**src/rtl/wshb_arbiter.sv**
```systemverilog
// Two-master, one-slave Wishbone classic arbiter for the shared SDRAM port.
// Round-robin grant with a per-grant ack quota so a master holding cyc cannot starve the other.
module wshb_arbiter #(
    parameter int unsigned QUOTA = 16,
    parameter int unsigned AW    = 32
) (
    input  logic          clk,
    input  logic          rst_n,
    input  logic          m0_cyc,
    input  logic          m0_stb,
    input  logic          m0_we,
    input  logic [AW-1:0] m0_adr,
    input  logic [31:0]   m0_dat_ms,
    input  logic [3:0]    m0_sel,
    output logic          m0_ack,
    input  logic          m1_cyc,
    input  logic          m1_stb,
    input  logic          m1_we,
    input  logic [AW-1:0] m1_adr,
    input  logic [31:0]   m1_dat_ms,
    input  logic [3:0]    m1_sel,
    output logic          m1_ack,
    output logic [31:0]   m_dat_sm,
    output logic          s_cyc,
    output logic          s_stb,
    output logic          s_we,
    output logic [AW-1:0] s_adr,
    output logic [31:0]   s_dat_ms,
    output logic [3:0]    s_sel,
    input  logic [31:0]   s_dat_sm,
    input  logic          s_ack
);

    localparam int unsigned CW = $clog2(QUOTA + 1);
    localparam logic [CW-1:0] C_LAST = CW'(QUOTA - 1);
    localparam logic [CW-1:0] C_MAX  = CW'(QUOTA);

    typedef enum logic [1:0] {
        IDLE = 2'd0,
        GNT0 = 2'd1,
        GNT1 = 2'd2
    } state_t;

    state_t        r_state;
    logic          r_last;
    logic [CW-1:0] r_cnt;

    logic          w_owner;
    logic          w_own_cyc;
    logic          w_oth_cyc;
    logic [CW-1:0] w_cnt_inc;

    assign w_owner   = (r_state == GNT1);
    assign w_own_cyc = w_owner ? m1_cyc : m0_cyc;
    assign w_oth_cyc = w_owner ? m0_cyc : m1_cyc;
    assign w_cnt_inc = (r_cnt == C_MAX) ? r_cnt : r_cnt + CW'(1);

    always_ff @(posedge clk or negedge rst_n) begin
        if (!rst_n) begin
            r_state <= IDLE;
            r_last  <= 1'b1;
            r_cnt   <= '0;
        end else begin
            case (r_state)
                IDLE: begin
                    // on a tie, the master that was not served last wins
                    if (m0_cyc && (!m1_cyc || r_last)) begin
                        r_state <= GNT0;
                        r_cnt   <= '0;
                    end else if (m1_cyc) begin
                        r_state <= GNT1;
                        r_cnt   <= '0;
                    end
                end
                GNT0, GNT1: begin
                    if (s_ack)
                        r_cnt <= w_cnt_inc;
                    if (!w_own_cyc) begin
                        r_state <= IDLE;
                        r_last  <= w_owner;
                    end else if (s_ack && (r_cnt == C_LAST)) begin
                        if (w_oth_cyc) begin
                            r_state <= IDLE;
                            r_last  <= w_owner;
                        end else begin
                            r_cnt <= '0;
                        end
                    end
                end
                default: r_state <= IDLE;
            endcase
        end
    end

    always_comb begin
        s_cyc    = 1'b0;
        s_stb    = 1'b0;
        s_we     = 1'b0;
        s_adr    = '0;
        s_dat_ms = '0;
        s_sel    = '0;
        case (r_state)
            GNT0: begin
                s_cyc    = m0_cyc;
                s_stb    = m0_stb;
                s_we     = m0_we;
                s_adr    = m0_adr;
                s_dat_ms = m0_dat_ms;
                s_sel    = m0_sel;
            end
            GNT1: begin
                s_cyc    = m1_cyc;
                s_stb    = m1_stb;
                s_we     = m1_we;
                s_adr    = m1_adr;
                s_dat_ms = m1_dat_ms;
                s_sel    = m1_sel;
            end
            default: ;
        endcase
    end

    assign m0_ack   = s_ack & (r_state == GNT0);
    assign m1_ack   = s_ack & (r_state == GNT1);
    assign m_dat_sm = s_dat_sm;

endmodule

```
**config.mk**
```make
export PLATFORM = sky130hd
export DESIGN_NAME = wshb_arbiter
export DESIGN_NICKNAME = d
export VERILOG_FILES = /design/src/rtl/wshb_arbiter.sv
export SDC_FILE = /design/constraint.sdc
export NUM_CORES = 1
export LEC_CHECK = 0
export BUFFER_PORTS_ARGS = -buffer_cell sky130_fd_sc_hd__buf_2
export CAP_MARGIN = 40
export CELL_PAD_IN_SITES_DETAIL_PLACEMENT = 0
export CELL_PAD_IN_SITES_GLOBAL_PLACEMENT = 2
export CORE_MARGIN = 2
export CORE_UTILIZATION = 12
export CTS_CLUSTER_SIZE = 14
export DETAILED_ROUTE_END_ITERATION = 7
export MAX_ROUTING_LAYER = met4
export PLACE_DENSITY = 0.95
export SKIP_LAST_GASP = 1
export SYNTH_ARGS = -nofsm -noshare
export SYNTH_HDL_FRONTEND = slang
export SYNTH_SLANG_ARGS = --single-unit
```
**constraint.sdc**
```tcl
create_clock -name clk -period 4 [get_ports clk]
set_input_delay 0.8 -clock clk [delete_from_list [all_inputs] [get_ports clk]]
set_output_delay 0.8 -clock clk [all_outputs]
set_load 0.01 [all_outputs]
```
==> results.md, run 1 <==
Status:
- The run finished with clean final reports.

Drt:
- In this run the remaining antenna-violating nets after routing total 0.
- The pre-antenna-repair detailed-routing pass consisted of 4 iterations.
- The average via count per standard cell is 4.18.
- For this run, design rule violations remaining after detail routing come to 0.
- The detailed router finished its first iteration with 129 violations.
- Summing over every cut layer, the via total after detailed routing is 2,602.
- The average routed wire per standard cell is 12.7 um.
- The final routed wirelength across all metal layers is 7.94 mm.

Logic synthesis:
- The synthesized area per cell is 6.61 um^2.
- In the synthesized netlist the dominant register cell turns out to be sky130_fd_sc_hd__dfrtp_1.
- For this run, the number of Yosys warnings is 0.
- Counting every instance in the synthesized netlist gives 272.
- After synthesis the netlist holds a flip-flop and latch count of 8.
- The number of nets handed over by synthesis was 455.
- Counting flops with an async set or reset pin after synthesis yields a share of 100%.
- The mapped netlist covers 1800 um^2.
- Of the synthesized area, sequential elements account for 11.2%.
- Counting flops with a built-in enable in the synthesized netlist gives 0.
- The count of distinct cell types in the synthesized netlist is 36.

Clock tree:
- TritonCTS built the clock tree.
- The post-cts sizing count is 0.
- In this run the post-CTS setup repair buffer count came out at 0.
- CTS saw 8 sinks.
- The root buffer cell chosen for the clock tree is sky130_fd_sc_hd__clkbuf_16.
- The number of buffers created by CTS is 3.
- The clock slew seen by the registers of the worst setup and hold paths is 40 ps.
- The H-tree depth is 1.
- In this run the deepest clock path goes through 2 buffers.
- The later pin in the worst-skew pair is clocked with a latency of roughly 240 ps.
- After clock tree synthesis, the flow added hold-fix buffers numbering 0.

STA:
- The clock arrives with 3.10 ps of skew.
- At the pin with the least slew margin, the transition time is 752 ps.
- In this run the tightest slew margin relative to its limit is roughly 50%.
- The final critical path takes up between 70 and 80% of the cycle.
- The total count of max-transition violations in the final report was 0.
- In the final timing run, aggregate negative setup slack is 0 ps.
- The maximum clock frequency is roughly 0.33 GHz.
- The minimum clock period is 2990 ps.
- The number of hold-slack violations in the final timing report came to 0.
- The number of endpoints failing setup at the final stage is 0.
- Setup repair after global routing left no endpoint under its margin.

Cells and area:
- The total of fill cells in the finished design is 1,652.
- Compared with the post-synthesis result, the final layout area differs by 60.2%.
- The number of antenna diodes in the final layout is 0.
- The end-of-flow core utilization is 19.8%.
- The share of final-layout standard cells stronger than drive strength 1 is around 53%.
- The number of nets in the layout is 623.

Die:
- In this run the vertical extent of the chip is 126 um.
- The area of the placeable core is between 10,000 and 15,000 um^2.
- The I/O pin count is 282.
- The die outline area is 16,000 um^2.
- The total number of placement rows is between 40 and 50.
- The floorplan die width is 126 um.
- The initial cell density of the core is 12.3%.

Setup path:
- The critical-path cell with the highest stage delay is sky130_fd_sc_hd__ha_2.
- On the worst path, the slowest cell contributes a delay of 680 ps.
- Counting cells, the worst reg-to-reg path comes to 7.
- Traced cell by cell, the critical path runs through inv_1 > ha_2 > buf_4 > a22oi_1 > nor2_1 > buf_2.
- STA classifies the critical path endpoint as a primary output.
- Data on the critical path is required at its endpoint by 3200 ps.
- The largest driver fanout on the critical path is 36.
- At the worst endpoint, the arrival time is 2190 ps.
- By startpoint and endpoint, the worst setup path is classified as reg2out.
- The launching element type of the critical path is a flip-flop.
- The worst register-to-register path has a setup slack of 1950 ps.

Place:
- Buffers placed on the I/O ports in this run total ~220.
- The final RePlAce weighted congestion is 0.756.
- The placed wire-length estimate after detailed placement is 6.26 mm.

Pwr:
- The largest voltage drop on the vdd net is 0.186 mV.
- The total power density per cell area is 557 nW/um^2.
- The analysis attributes to cell leakage a power of 1.53 nW.

Worst hold path:
- The worst min-delay path class is in2async.

Job:
- The tool flagged a number of max-cap violations equal to 0.

Global routing:
- The number of global-route vias before repair is 2,323.
- Global routing used 8.99% of the available tracks.
- The number of antenna violations at the first check in global routing is 0.
- The first global-routing pass estimated 11.7 mm of wire.
- The total grt overflow is 0.
- Entering global routing, the biggest net connects 46 pins.
-- worst max-delay path: cells and delay by family, from the launching register on --
family / cells / cell delay [ps]
flops: 1 / 400
buf+inv: 3 / 600
simple gates: 1 / 130
fa+ha+maj: 1 / 680
compound gates: 1 / 130
-- kinds of logic after synthesis --
family | Yosys count | synth area share [%]
fa+ha+maj | 6 | 4.17
flops | 8 | 11.2
buf+inv | 68 | 22.3
simple gates | 98 | 24.5
compound gates | 92 | 37.9
-- metal layers --
metal | wire length [um] | GRT usage (%) | up-vias
met5 | 0 | - | -
met4 | 91 | 1.55 | 0
met3 | 590 | 1.48 | 14
met2 | 4040 | 16.1 | 131
met1 | 3210 | 10.7 | 1176
li1 | - | - | 1281
-- sequential cells by signal, summed over array words and instances, names as in the netlist --
name and cells:
r_cnt 5, r_state 2, r_last 1
-- power by group --
group	leakage [nW]	total [W]	switching [W]	internal, W
Sequential	0.105	0.000126	0.0000194	0.000107
Combinational	1.39	0.00130	0.000796	0.000500
Clock	0.0382	0.000184	0.0000505	0.000134
Total	1.53	0.00161	0.000866	0.000741
-- worst paths after layout --
| kind | endpoint | startpoint |
|---|---|---|
| worst min register to register | r_last | r_last |
| worst max-delay path | s_dat_ms[4] | r_state[1] |
| worst min-delay path | r_cnt[1] | rst_n |
| max in group asynchronous | r_last | rst_n |
| worst max register to register | r_cnt[2] | r_state[0] |
| min in group clk | r_last | r_last |
-- cells in the final DEF (no fill, tap or decap), types with 2 or more instances in the layout --
master	netlist	routed
sky130_fd_sc_hd__a21oi_1	4	4
sky130_fd_sc_hd__a22o_1	3	3
sky130_fd_sc_hd__a22oi_1	72	72
sky130_fd_sc_hd__and2_1	3	3
sky130_fd_sc_hd__buf_2	8	217
sky130_fd_sc_hd__buf_4	32	4
sky130_fd_sc_hd__clkbuf_16	0	3
sky130_fd_sc_hd__dfrtp_1	7	7
sky130_fd_sc_hd__ha_1	6	4
sky130_fd_sc_hd__ha_2	0	2
sky130_fd_sc_hd__inv_1	9	8
sky130_fd_sc_hd__nand2_1	3	3
sky130_fd_sc_hd__nand3_1	5	5
sky130_fd_sc_hd__nor2_1	75	75
sky130_fd_sc_hd__nor3b_1	2	2
sky130_fd_sc_hd__o211ai_1	2	2
sky130_fd_sc_hd__o21ai_0	4	4
-- metrics by stage --
step | setup slack [ps] | instance area, um^2 | hold WS, ps | std cells | power (W)
2_1_floorplan | 1660 | 1800 | 473 | 272 | 0.00101
3_3_place_gp | 1210 | 2800 | 500 | 619 | 0.00145
3_5_place_dp | 1200 | 2800 | 496 | 619 | 0.00143
4_1_cts | 933 | 2880 | 408 | 623 | 0.00162
5_1_grt | 774 | 2880 | 413 | 623 | 0.00177
6_report | 1010 | 2880 | 401 | 623 | 0.00161
-- synth_stat cells (all sizes together) (3+ instances only) --
cell	instances	share of area [%]
nand2	3	0.63
nor3b	3	1.5
and2	3	1.0
clkbuf	14	2.9
nand3	5	1.4
dfrtp	7	9.7
a21oi	4	1.1
o21ai	4	1.1
a22o	3	1.5
nor2	75	16
a22oi	72	30
o211ai	3	1.5
ha	6	4.2
buf	45	17
inv	9	1.9
-- cell type report --
cell class              instances  area, um^2  area share, %
clock buffers                   4        78.8           2.73
inverters                       9        33.8           1.17
multi-input cells             196        1200           41.7
flip-flops and latches          8         201           6.99
well taps                     184         230           7.99
repair buffers                222        1140           39.4
(Power assumes the default switching activity.)
==> run 2: changes to the inputs <==
Settings changed: CORE_UTILIZATION 12 to 10, PLACE_DENSITY 0.95 to 0.87.
Clock period 4 ns to 2.6 ns, I/O delays scaled along.
==> run 2 against run 1 <==
Sequential power rose by 55%. Design area grew 3.2%. Die area is 19% higher. Wire length increased by 3.1%. Register-to-register slack lost 1200 ps. Utilization fell by 3.0 points. Largest cell class unchanged. Largest power group unchanged.
==> results.md, run 2 (synthesized netlist as in run 1, its figures left out) <==
Die:
- The floorplan step set the die height to 138 um.
- For this configuration, the core starts out at a cell density of roughly a tenth.
- After floorplanning, the core was sized to cover 17,800 um^2.
- The initialized floorplan defines 49 standard-cell rows.
- The floorplan step defined a die boundary enclosing 19,100 um^2.
- The floorplan die width is approximately 140 um.
- During I/O placement, the number of pins put on the boundary was 282.

Pwr:
- The largest voltage drop on the vdd net is between 0.3 and 0.4 mV.
- The register share of total power is approximately 7.7%.
- The leakage power of the design is 1.54 nW.
- Per report_power, the clock group accounts for 11.0% of the total.
- The switching power summed over all nets is 0.00136 W.
- Combinational logic is responsible for 81.4% of the overall power.
- The total power density per cell area is around 860 nW/um^2.
- The internal power of the cells totals between 0.001 and 0.0015 W.
- In this run switching power makes up around 53% of total power.

Cells and area:
- The library cell used most frequently in the layout, excluding fill and tap cells, is sky130_fd_sc_hd__buf_2.
- The count of non-filler cells in the finished layout is between 600 and 700.
- The number of nets in the layout is approximately 620.
- In the layout the commonest cells are sky130_fd_sc_hd__buf_2, sky130_fd_sc_hd__nor2_1, sky130_fd_sc_hd__a22oi_1.
- Relative to the synthesized area, the layout overhead comes to 65.3%.
- The flip-flop count of the largest register, all copies and words added is 5.
- The register with the most flip-flops is r_cnt.
- Of the cells placed in the final design, the portion with a size suffix greater than 1 is 53.4%.
- In the final layout, the registers with the most flip-flops are r_cnt x5, r_state x2, r_last x1.

STA:
- The worst setup skew after layout is 4.30 ps.
- The maximum clock frequency is 0.431 GHz.
- Adding up every negative setup slack in the final design gives 0 ps.
- Setup repair after global routing left no endpoint under its margin.
- At the pin with the least slew margin, the transition time is 356 ps.
- Setup slack on the critical path of the routed design comes to 281 ps.
- Measured against its own limit, the worst slew margin works out to between 70% and 80%.
- The minimum clock period is 2320 ps.
- The number of endpoints failing setup at the final stage is 0.
- The total count of max-transition violations in the final report is 0.
- The number of hold-slack violations in the final timing report is 0.
- Of the available clock period, the critical path in the final layout requires 89.2%.

Setup path:
- The setup slack of the worst register-to-register path is 710 ps.
- In this run the worst path has a maximum fanout of 17.
- The launching element type of the critical path is a flip-flop.
- The critical path goes through inv_1 > ha_2 > buf_4 > a22oi_1 > nor2_1 > buf_2.
- The largest individual stage delay along the critical path comes from the cell sky130_fd_sc_hd__ha_2.
- For the worst setup path, the data arrival time is roughly 1800 ps.
- The setup path with the least slack is of type reg2out.
- STA classifies the critical path endpoint as a primary output.
- On the worst path, the slowest cell contributes a delay of 410 ps.
- The data required time of the worst path is 2080 ps.

Clock tree:
- In this run the number of H-tree levels came out at 1.
- In this run, post-CTS repair resized a total of 0 instances.
- The later pin in the worst-skew pair is clocked with a latency of 240 ps.
- After clock tree synthesis, the clock-pin slew on the worst setup and hold paths is 40 ps.
- Once the clock tree was built, the setup fixing pass inserted 0 buffers.
- The number of buffers created by CTS is 3.
- Buffers inserted to repair hold after CTS numbered 0.
- The longest clock path from root to sink contains 2 buffers.
- The root buffer selected by CTS is sky130_fd_sc_hd__clkbuf_16.
- TritonCTS built the clock tree.
- The tree built by TritonCTS fans out to 8 sinks.

Worst hold path:
- The worst min-delay path class is in2async.

Drt:
- The average routed wire per standard cell is 12.2 um.
- In the routed design, unresolved DRC markers number 0.
- The initial detailed-routing violation count is roughly 140.
- The total number of vias is 2,601.
- The post-route antenna net violation count is 0.
- After detailed routing, the total wire length is 8.18 mm.
- The number of detailed-route iterations in the first pass is 6.
- The average via count per standard cell is 3.88.

Global routing:
- The total grt overflow is 0.
- The global-route wire length before repair is around 13 mm.
- The number of antenna violations at the first check in global routing is 1.
- The number of global-route vias before repair is 2,465.
- The total routing usage reported by global routing is 8.33%.
- The largest net degree at the start of global routing is 50.

Place:
- The number of placed instances, taps included is about 670.
- Detailed placement ended at an HPWL of roughly 6.4 mm.
- The minimum setup slack after placement is 536 ps.
- The final RePlAce weighted congestion is 0.734.
- The count of port buffers added during placement is roughly 220.

Job:
- Across the run, the number of max-cap violations was 0.

Status:
- The flow ran to the end, and the final reports show no timing, DRC or antenna violations.
==> run 2: changes by cell type in the layout (fill, tap and decap cells not counted) <==
cell,change
sky130_fd_sc_hd__buf_12,+2
sky130_fd_sc_hd__buf_4,-1
sky130_fd_sc_hd__diode_2,+1
==> run 2: power by group through the flow <==
stage	Combinational (W)	Sequential [W]	Clock [W]
finish	0.00207	0.000195	0.000279
global route	0.00232	0.000202	0.000293
CTS	0.00209	0.000196	0.000282
detailed placement	0.00209	0.000197	0
global placement	0.00212	0.000196	0
floorplan	0.00137	0.000188	0
==> run 2: layer usage <==
layer	wire length, um	vias to the layer above	global-route usage (%)
met5	0	-	-
met1	3320	1154	9.78
li1	-	1288	-
met3	619	17	1.39
met4	215	0	3.60
met2	4020	142	14.0
==> run 2: worst max-delay path: cells and delay by family (launching register included) <==
family,cells,cell delay (ps)
AOI/OAI and AO/OA,1,120
adders and majority gates,1,410
buffers and inverters,3,550
DFF,1,370
and+or+nand+nor,1,100
==> run 2: worst paths after layout <==
kind                       startpoint      endpoint  cells past startpoint
max reg2reg                r_state[1]      r_cnt[4]                      6
min                             rst_n      r_cnt[1]                      1
min reg2reg                    r_last        r_last                      2
max in group asynchronous       rst_n        r_last                      1
max                        r_state[0]  s_dat_ms[17]                      6
min in group clk               r_last        r_last                      2
==> run 2: area by class of cell <==
class                      instances  area (um^2)
clock buffer                       4         78.8
multi-input combinational        196         1200
inverter                           9         33.8
antenna                            1         2.50
tap                              229          287
sequential                         8          201
timing repair buffer             223         1170
fill                            2035        14800
==> run 2: metrics by stage <==
stage	total power, W	instance area [um^2]	hold slack [ps]	util [%]
after floorplan	0.00155	1800	224	-
after global placement	0.00232	2890	382	16.3
after detailed placement	0.00229	2890	387	16.3
after CTS	0.00257	2970	135	16.7
after global routing	0.00281	2970	131	16.7
final	0.00255	2970	122	16.7
==> run 3: changes to the inputs <==
Settings changed: ABC_AREA from default to 1, PLACE_DENSITY 0.87 to 0.86.
==> run 3 against run 2 <==
Sequential power up 11%. Utilization down 0.29 points. Clock-buffer cell count unchanged. Combinational power up 27%. Global-route usage down 0.69 points. Sequential share of layout area down 0.50 points. Clock power down 3%. Clock skew down 3.5 ps. Critical path depth unchanged. Critical path type unchanged. Critical endpoint is now s_dat_ms[4]. Largest power group unchanged.
==> results.md, run 3 <==
Logic synthesis:
- The share of synthesized area in the top cell type comes to between 30 and 40%.
- sky130_fd_sc_hd__nand2_1 is the most common cell in the netlist.
- The synthesized area per cell is around 5.3 um^2.
- The dominant cell type by area after synthesis is sky130_fd_sc_hd__nand2_1.
- The synthesized netlist occupies a cell area of about 2000 um^2.
- The xor and xnor area share after synthesis is 0%.
- The number of register bits inferred by synthesis is 8.
- The main flop type after synthesis is sky130_fd_sc_hd__dfrtp_1.
- The post-synthesis adder-cell area fraction is 3.76%.
- The fraction of synthesized area in multiplexers is 0%.
- The share of synthesized registers carrying an async set or reset is 100%.
- The dominant combinational cell family by area after synthesis is simple AND/OR/NAND/NOR gates.
- The synthesized netlist devotes between 20 and 25% of its cell area to compound gates.
- Yosys printed 0 warnings.
- The number of nets handed over by synthesis was 560.
- Synthesis produced a netlist whose cell count is 377.
- Sorting the synthesized cells by area gives the leading types as sky130_fd_sc_hd__nand2_1, sky130_fd_sc_hd__a21oi_1, sky130_fd_sc_hd__buf_4, sky130_fd_sc_hd__dfrtp_1, sky130_fd_sc_hd__buf_2.
- Of the synthesized area, sequential elements account for between 10% and 20%.
- Sorting the synthesized cells by how often they occur yields sky130_fd_sc_hd__nand2_1, sky130_fd_sc_hd__a21oi_1, sky130_fd_sc_hd__buf_4, sky130_fd_sc_hd__inv_1, sky130_fd_sc_hd__buf_2.
- Counting distinct cell types in the post-synthesis netlist gives 24.
- In this run, synthesis inferred 0 flip-flops with an integrated enable.
- The area fraction in and, or, nand and nor cells after synthesis is 41.7%.

Pwr:
- The largest voltage drop on the vdd net is 0.651 mV.
- Dividing total power by cell area gives a power density of 968 nW/um^2.
- The leakage power of the design is 1.69 nW.

STA:
- The number of hold-slack violations in the final timing report is 0.
- The final cycle utilization of the critical path is about 90%.
- The total count of max-transition violations in the final report was 0.
- The worst slew slack as a fraction of its limit is 76.4%.
- The number of endpoints failing setup at the final stage is 0.
- The maximum clock frequency is 0.415 GHz.
- The slew of the pin with the lowest slew margin is between 300 and 400 ps.
- Between clock sinks in the finished design, the worst skew comes to approximately 0.8 ps.
- The setup total negative slack is 0 ps.
- Setup repair after global routing left no endpoint under its margin.
- Subtracting the final worst setup slack from the clock period gives 2410 ps.

Die:
- The initial cell density of the core is between 10 and 15%.
- The die covers 21,100 um^2.
- The vertical die dimension is 145 um.
- The I/O pin count is 282.
- The total number of placement rows is 51.
- The area of the placeable core is about 20,000 um^2.
- In this run the horizontal extent of the chip is 145 um.

Global routing:
- For this run the aggregate overflow at the end of global routing stands at 0.
- The number of global-route vias before repair was 2,778.
- Entering global routing, the biggest net connects 41 pins.
- In the global route stage, overall resource usage came out at 7.64%.
- The global-route wire length before repair is roughly 13 mm.
- The number of antenna violations at the first check in global routing came to 0.

Cells and area:
- The flip-flop count of the largest register, all copies and words added is 5.
- The layout-stage area growth over the synthesis result is 60.7%.
- 0 antenna diodes ended up in the layout.
- The share of final-layout standard cells stronger than drive strength 1 is 44.5%.
- The register with the most flip-flops is r_cnt.
- In the layout the commonest cells are sky130_fd_sc_hd__buf_2, sky130_fd_sc_hd__nand2_1, sky130_fd_sc_hd__a21oi_1.
- Leaving out fill and tap cells, the most frequent cell in the layout is sky130_fd_sc_hd__buf_2.
- Once layout is complete, the cells apart from fillers number 813.
- After the last flow step, the layout net total stands at around 730.
- The final cell area excluding filler cells is 3210 um^2.
- In the final layout, the registers with the most flip-flops are r_cnt x5, r_state x2, r_last x1.

Clock tree:
- The CTS tree is done.
- The clock net in this run drives a total of 8 sinks.
- The hold buffer count at CTS is 0.
- The post-cts sizing count is 0.
- The clock passes through at most 2 buffers.
- At the later pin of the worst-skew pair, clock insertion delay measures 230 ps.
- The post-CTS setup-driven buffer insertion count is 0.
- The root buffer selected by CTS is sky130_fd_sc_hd__clkbuf_16.
- After clock tree synthesis, the clock-pin slew on the worst setup and hold paths is 40 ps.
- CTS built an H-tree with a depth of 1.
- The number of buffers created by CTS is 3.

Setup path:
- The setup slack of the worst register-to-register path is 650 ps.
- The launching element type of the critical path is a flip-flop.
- The startpoint identified for the worst register-to-register timing path is r_state[0].
- The largest driver fanout on the critical path is 30.
- The terminus of the critical flop-to-flop path is r_cnt[0].
- STA puts the critical path data required time at 2080 ps.
- The path type of the worst setup path is reg2out.
- The kind of end point of the critical path is a primary output.
- Counting cells, the worst reg-to-reg path comes to 9.
- STA puts the critical path data arrival time at 1890 ps.

Drt:
- The number of remaining DRC errors is 0.
- The post-route antenna net violation count is 0.
- The average via count per standard cell is 3.55.
- The pre-antenna-repair detailed-routing pass consisted of 5 iterations.
- The average routed wire per standard cell is between 10 and 15 um.
- After the first detailed-routing iteration, the DRC count stood at 125.
- After detailed routing, the total wire length is 8.50 mm.
- For this block, the via count after detailed routing is about 2,900.

Job:
- The tool flagged a number of max-cap violations equal to 0.

Place:
- The count of port buffers added during placement is 217.
- Detailed placement ended at an HPWL of 6.65 mm.
- The final RePlAce weighted congestion is 0.760.
- The post-placement cell area is 3130 um^2.
- Including well taps, the total number of placed cells is 809.

Worst hold path:
- The min-delay analysis places its worst path in the category in2async.

Status:
- The flow ran to the end, and the final reports show no timing, DRC or antenna violations.
run 3: cell type report:
type | instances | area, um^2
fillers | 2281 | 16300
multi-input cells | 289 | 1320
repair buffers | 224 | 1190
well taps | 265 | 332
flip-flops and latches | 8 | 201
inverters | 23 | 88.8
clock buffers | 4 | 78.8
run 3: per-layer routing:
layer,up-vias,share of wire (%),GRT usage [%]
li1,1497,-,-
met1,1237,40,8.49
met2,137,50,14.3
met3,14,8.1,1.57
met4,0,1.6,1.18
met5,-,0,-
run 3: worst max-delay path, cell delays in order, from the launching register on:
cell                      delay [ps]
sky130_fd_sc_hd__dfrtp_1         370
sky130_fd_sc_hd__inv_1            80
sky130_fd_sc_hd__ha_1            420
sky130_fd_sc_hd__inv_4           320
sky130_fd_sc_hd__buf_4           250
sky130_fd_sc_hd__a21oi_1          60
sky130_fd_sc_hd__buf_2           140
run 3: worst max path at each step:
stage          startpoint          end  slack, ps
6_report       r_state[0]  s_dat_ms[4]        190
5_1_grt        r_state[0]  s_dat_ms[4]         70
4_1_cts        r_state[0]  s_dat_ms[4]        170
3_5_place_dp   r_state[0]  s_dat_ms[4]        420
3_3_place_gp   r_state[0]    s_adr[18]        450
2_1_floorplan  r_state[0]     s_adr[0]        860
run 3: logic make-up after synthesis:
family,count (synthesis)
DFF,8
buffers and inverters,80
and+or+nand+nor,204
adders and majority gates,6
AOI/OAI and AO/OA,79
run 3: stage by stage:
step | hold WS, ps | total power [W] | utilization (%) | setup slack [ps]
finish | 135 | 0.00311 | 16.4 | 191
global route | 144 | 0.00346 | 16.4 | 71.9
CTS | 142 | 0.00316 | 16.4 | 173
detailed placement | 386 | 0.00288 | 16.0 | 421
global placement | 386 | 0.00292 | 16.0 | 452
floorplan | 224 | 0.00201 | - | 858
run 3: power by group:
part | leakage, nW | switching, W | internal (W)
Combinational | 1.55 | 0.00166 | 0.000956
Clock | 0.0382 | 0.0000651 | 0.000205
Sequential | 0.102 | 0.0000398 | 0.000177
Total | 1.69 | 0.00177 | 0.00134
